`src/rtl/ps_pkg.sv`:
```
// Shared definitions for the instruction phase sequencer: controller states,
// phase index encoding and the phase-to-strobe helper.
package ps_pkg;

  typedef logic [1:0] state_t;

  localparam state_t ST_IDLE  = 2'd0;
  localparam state_t ST_RUN   = 2'd1;
  localparam state_t ST_DRAIN = 2'd2;

  localparam logic [3:0] P1         = 4'd0;
  localparam logic [3:0] P2         = 4'd1;
  localparam logic [3:0] P3         = 4'd2;
  localparam logic [3:0] P4         = 4'd3;
  localparam logic [3:0] P5         = 4'd4;
  localparam logic [3:0] PHASE_IDLE = 4'hF;

  localparam int NUM_PHASES = 5;

  // One-hot strobe for a phase index; any index outside P1..P5 gives all zeros.
  function automatic logic [NUM_PHASES-1:0] phase_onehot(input logic [3:0] p);
    logic [NUM_PHASES-1:0] oh;
    oh = '0;
    for (int i = 0; i < NUM_PHASES; i++) begin
      if (p == 4'(i)) oh[i] = 1'b1;
    end
    return oh;
  endfunction

endpackage

```
`src/rtl/phase_sequencer_edge_detect.sv`:
```
// Rising-edge detector for a debounced level request. The detector only arms
// once the input has been seen low after reset, so a request held high
// through reset cannot masquerade as a fresh edge.
module edge_detect (
  input  logic clock,
  input  logic reset,
  input  logic sig_i,
  output logic rise_o
);

  logic prev_q;
  logic armed_q;

  // Remember the previous level and arm after the first low sample.
  always_ff @(posedge clock) begin
    if (!reset) begin
      prev_q  <= 1'b0;
      armed_q <= 1'b0;
    end else begin
      prev_q  <= sig_i;
      armed_q <= armed_q | ~sig_i;
    end
  end

  assign rise_o = sig_i & ~prev_q & armed_q;

endmodule

```
`src/rtl/phase_sequencer.sv`:
```
// Five-phase instruction sequencer with run/stop control, memory-wait stalls
// in P1/P5, halt handling and a retired-instruction counter.
// Optional feature: define SINGLE_STEP_EN to add the step input, which runs
// exactly one instruction from IDLE.
//
// state    | meaning
// ---------+------------------------------------------------------------
// ST_IDLE  | stopped; no phase strobe, phase index reads 4'hF
// ST_RUN   | executing instructions back to back
// ST_DRAIN | finishing the current instruction, then back to ST_IDLE
module phase_sequencer
  import ps_pkg::*;
(
  input  logic        clock,
  input  logic        reset,
  input  logic        exec,
  input  logic        halt,
  input  logic        mem_wait,
`ifdef SINGLE_STEP_EN
  input  logic        step,
`endif
  output logic [4:0]  phase_bus,
  output logic [3:0]  phase,
  output logic        running,
  output logic        instr_done,
  output logic [15:0] instr_count
);

  state_t      state_q, state_d;
  logic [3:0]  phase_q, phase_d;
  logic [15:0] count_q, count_d;
  logic        exec_rise;
  logic        last_p5;

  edge_detect u_exec_edge (
    .clock  (clock),
    .reset  (reset),
    .sig_i  (exec),
    .rise_o (exec_rise)
  );

`ifdef SINGLE_STEP_EN
  logic step_rise;

  edge_detect u_step_edge (
    .clock  (clock),
    .reset  (reset),
    .sig_i  (step),
    .rise_o (step_rise)
  );
`endif

  // P5 ends on the first cycle memory is ready; that is where the instruction retires.
  assign last_p5 = (state_q != ST_IDLE) && (phase_q == P5) && !mem_wait;

  // Next-state, next-phase and retire-count logic.
  always_comb begin
    state_d = state_q;
    phase_d = phase_q;
    count_d = count_q;
    case (state_q)
      ST_IDLE: begin
        if (exec_rise) begin
          state_d = ST_RUN;
          phase_d = P1;
        end
`ifdef SINGLE_STEP_EN
        else if (step_rise) begin
          state_d = ST_DRAIN;
          phase_d = P1;
        end
`endif
      end
      default: begin
        // A stop request only marks the instruction for draining; it never aborts it.
        if ((state_q == ST_RUN) && exec_rise) state_d = ST_DRAIN;
        case (phase_q)
          P1: if (!mem_wait) phase_d = P2;
          P2: phase_d = P3;
          P3: phase_d = P4;
          P4: phase_d = P5;
          P5: begin
            if (!mem_wait) begin
              count_d = count_q + 16'd1;
              if (halt || (state_d == ST_DRAIN)) begin
                state_d = ST_IDLE;
                phase_d = PHASE_IDLE;
              end else begin
                phase_d = P1;
              end
            end
          end
          default: begin
            state_d = ST_IDLE;
            phase_d = PHASE_IDLE;
          end
        endcase
      end
    endcase
  end

  // State registers with synchronous active-low reset.
  always_ff @(posedge clock) begin
    if (!reset) begin
      state_q <= ST_IDLE;
      phase_q <= PHASE_IDLE;
      count_q <= 16'd0;
    end else begin
      state_q <= state_d;
      phase_q <= phase_d;
      count_q <= count_d;
    end
  end

  assign phase_bus   = phase_onehot(phase_q);
  assign phase       = phase_q;
  assign running     = (state_q != ST_IDLE);
  // Suppressed while reset is asserted so an abandoned instruction never reports done.
  assign instr_done  = last_p5 && reset;
  assign instr_count = count_q;

endmodule
```
`config.mk`:
```
export PLATFORM = sky130hd
export DESIGN_NAME = phase_sequencer
export DESIGN_NICKNAME = d
export VERILOG_FILES = /design/src/rtl/ps_pkg.sv /design/src/rtl/phase_sequencer_edge_detect.sv /design/src/rtl/phase_sequencer.sv
export SDC_FILE = /design/constraint.sdc
export NUM_CORES = 1
export LEC_CHECK = 0
export ABC_AREA = 0
export CAP_MARGIN = 20
export CORE_AREA = 2 2 57 59
export CTS_CLUSTER_SIZE = 10
export DETAILED_ROUTE_END_ITERATION = 8
export DIE_AREA = 0 0 59 61
export PLACE_DENSITY = 0.76
export SLEW_MARGIN = 20
export SYNTH_ARGS = -nofsm -noshare
export SYNTH_HDL_FRONTEND = slang
export SYNTH_SLANG_ARGS = --single-unit
export TNS_END_PERCENT = 1
```
`constraint.sdc`:
```
create_clock -name clock -period 2.3 [get_ports clock]
set_clock_uncertainty 0.1 [all_clocks]
set_input_delay 0.345 -clock clock [delete_from_list [all_inputs] [get_ports clock]]
set_output_delay 0.345 -clock clock [all_outputs]
set_load 0.01 [all_outputs]
```
==> results.json <==
{
  "hpwl_um": 2246,
  "grt.total_usage_pct": 18.41,
  "startpoint": "phase[3]$_SDFFE_PN1P_",
  "cts-hold-fix-buffers": 0,
  "grt_pass1_wl_um": 5099,
  "final_util_pct": 54.49,
  "tns_ns": 0,
  "gp_congestion": 0.8037,
  "port_buffers": 31,
  "multi_input_area_um2": 643.1,
  "yosys-top-cells-area": "dfxtp_1 41%, nand2_1 5.4%, a21oi_1 5.1%",
  "synth_edf_count": 0,
  "drv_cap": 0,
  "drc_errors": 0,
  "setup_viol": 0,
  "clk_latency_ns": 0.31,
  "critPathRequiredTime_ns": 1.86,
  "synth.most_common_cell": "dfxtp_1",
  "status": "completed",
  "worst-setup-path-type": "flip-flop to output pin",
  "coreArea_um2": 2953,
  "clk_pin_slew_ns": 0.13,
  "wl_per_cell_um": 14.04,
  "detail-route-antenna-nets": 0,
  "critPathLaunchType": "flip-flop",
  "first_pass_iters": 4,
  "post-route-period-util_pct": 96.10,
  "num_rows": 20,
  "vdd_drop_max_mv": 0.2633,
  "dpl.cell_count": 214,
  "diodes": 0,
  "p_comb_share_pct": 10.5,
  "htreeDepth": 1,
  "cts_setup_buffers": 0,
  "min_from": "u_exec_edge.armed_q$_SDFF_PN0_",
  "crit_arrival_ns": 1.77,
  "syn_nets": 152,
  "detail_route.iter0.violations": 63,
  "top_layer": "met3",
  "cts-root-buf": "clkbuf_4",
  "async_reset_ff_share_pct": 0,
  "dpl_cell_area_um2": 1570,
  "seq_area_um2": 480.5,
  "clk_path_buf_depth": 2,
  "grt_max_degree": 18,
  "ys_top_cells_by_count": "24 x dfxtp_1, 17 x nand2_1, 13 x nor2_1",
  "cts_resized": 5,
  "netlist_instances": 146,
  "powerDensity_nw_per_um2": 453.0,
  "min_path_type": "flip-flop to flip-flop",
  "seq_power_share_pct": 58.9,
  "fin_cells": 218,
  "hold_ws_ns": 0.3806,
  "synth-seq-cells": 24,
  "cts_made_buffers": 3,
  "avgSynthCellArea_um2": 8.090,
  "worst_slew_pin_slew_ns": 0.3326,
  "initial_core_util_pct": 40.00,
  "report.final.hold_viol_count": 0,
  "area_growth_pct": 36.23,
  "yosys_warnings": 0,
  "reg2reg_slack_ns": 0.11,
  "relSlewSlack_pct": 77.62,
  "grt-ovfl-total": 0,
  "antenna_found_initial": 0,
  "fmax_ghz": 0.4524,
  "period_minus_slack_ns": 2.210,
  "cts_tree": "yes",
  "min_to": "u_exec_edge.armed_q$_SDFF_PN0_",
  "p_clk_share_pct": 30.5,
  "avgViaCountPerCell": 5.537,
  "cts_num_sinks": 24,
  "layout.nets": 192,
  "die_w_um": 59,
  "synth_area_um2": 1181,
  "dieArea_um2": 3599,
  "switching_share_pct": 23.41,
  "design_area_um2": 1609,
  "path_max_fanout": 5,
  "timing.rr.end": "instr_count[14]$_SDFFE_PN0P_",
  "cp-end-kind": "output pin",
  "synth.largest_area_cell": "dfxtp_1",
  "wl_um": 3061,
  "intPower_mw": 0.5583,
  "holdPathStages": 2,
  "pin_count": 32,
  "met3_length_um": 151,
  "rsz0062_at_grt": "false",
  "grt_pass1_vias": 1131,
  "fp.dieH_um": 61,
  "vias": 1207,
  "n_fill_cell": 284,
  "total_leakage_power_nw": 0.5716,
  "met2WireLength_um": 1521,
  "synthFlopType": "dfxtp_1",
  "switching_power_mw": 0.1706,
  "maxSlewViolCount": 0,
  "wl_met1_um": 1388,
  "synth_top_cell_area_share_pct": 40.68,
  "synth_cell_types": 34,
  "rr_worst_depth": 4,
  "rr_startpoint": "phase[0]$_SDFFE_PN1P_",
  "drive_above_1_share_pct": 8.108,
  "seq_area_frac_synth_pct": 40.68
}
state kept, by name (all words and copies together), names as in the netlist:
signal and cells:
phase 4, state_q 2, instr_count 16, u_exec_edge.armed_q 1, u_exec_edge.prev_q 1
metrics by stage:
stage | setup WS (ns) | total power, mW
2_1_floorplan | 0.09464 | 0.4706
3_3_place_gp | 0.1043 | 0.5102
3_5_place_dp | 0.02307 | 0.5131
4_1_cts | 0.06985 | 0.7334
5_1_grt | 0.0003503 | 0.7647
6_report | 0.08979 | 0.7289
placed cells by master, fill, tap and decap left out, types with 2 or more instances in the layout:
cell type	instances
and4_1	3
o31ai_1	5
nand2b_1	2
o21ai_0	4
or3_1	3
a21oi_1	12
nand2_1	17
nor3_1	5
and2_1	3
mux2i_1	3
nor2_1	12
dfxtp_1	24
nand3_1	5
nand4_1	3
buf_4	8
dlygate4sd2_1	3
nor4_1	5
xnor2_1	6
clkbuf_4	3
or4_1	5
clkdlybuf4s50_1	28
inv_1	10
power groups by stage:
| stage | registers (mW) | clock network, mW | logic (mW) |
|---|---|---|---|
| finish | 0.429 | 0.223 | 0.0768 |
| detailed placement | 0.438 | 0 | 0.0753 |
| floorplan | 0.444 | 0 | 0.0265 |
| CTS | 0.429 | 0.228 | 0.0765 |
| global placement | 0.437 | 0 | 0.0729 |
| global route | 0.431 | 0.251 | 0.0829 |
area by class of cell:
cell class / instances / share of cell area, %
Multi-Input combinational cell: 107 / 39.97
Timing Repair Buffer: 39 / 22.78
Clock buffer: 4 / 2.255
Tap cell: 33 / 2.566
Sequential cell: 24 / 29.86
Inverter: 11 / 2.566
critical path: stages, from the launching register on:
cell	delay (ns)
dfxtp_1	0.34
buf_4	0.15
nor2_2	0.21
and3_1	0.21
clkdlybuf4s50_1	0.55
metal layers:
layer,up-vias,global-route usage (%)
met1,564,23.24
met5,-,0
li1,602,-
met2,41,32.22
met3,0,3.198
met4,0,5.519
kinds of logic after synthesis:
kind of cell	after synthesis	synth area share (%)
mux	3	2.542
xor+xnor	6	4.449
simple gates	70	31.89
compound gates	27	13.98
buf+inv	15	5.402
fa+ha+maj	1	1.059
flops	24	40.68
worst max path at each step:
stage,end,slack (ns)
final,phase_bus[3],0.09
after global routing,phase_bus[3],0.0004
after CTS,phase_bus[2],0.07
after detailed placement,instr_count[14]$_SDFFE_PN0P_,0.02
after global placement,instr_count[11]$_SDFFE_PN0P_,0.10
after floorplan,instr_count[14]$_SDFFE_PN0P_,0.09
Power figures use the tool's default switching activity.
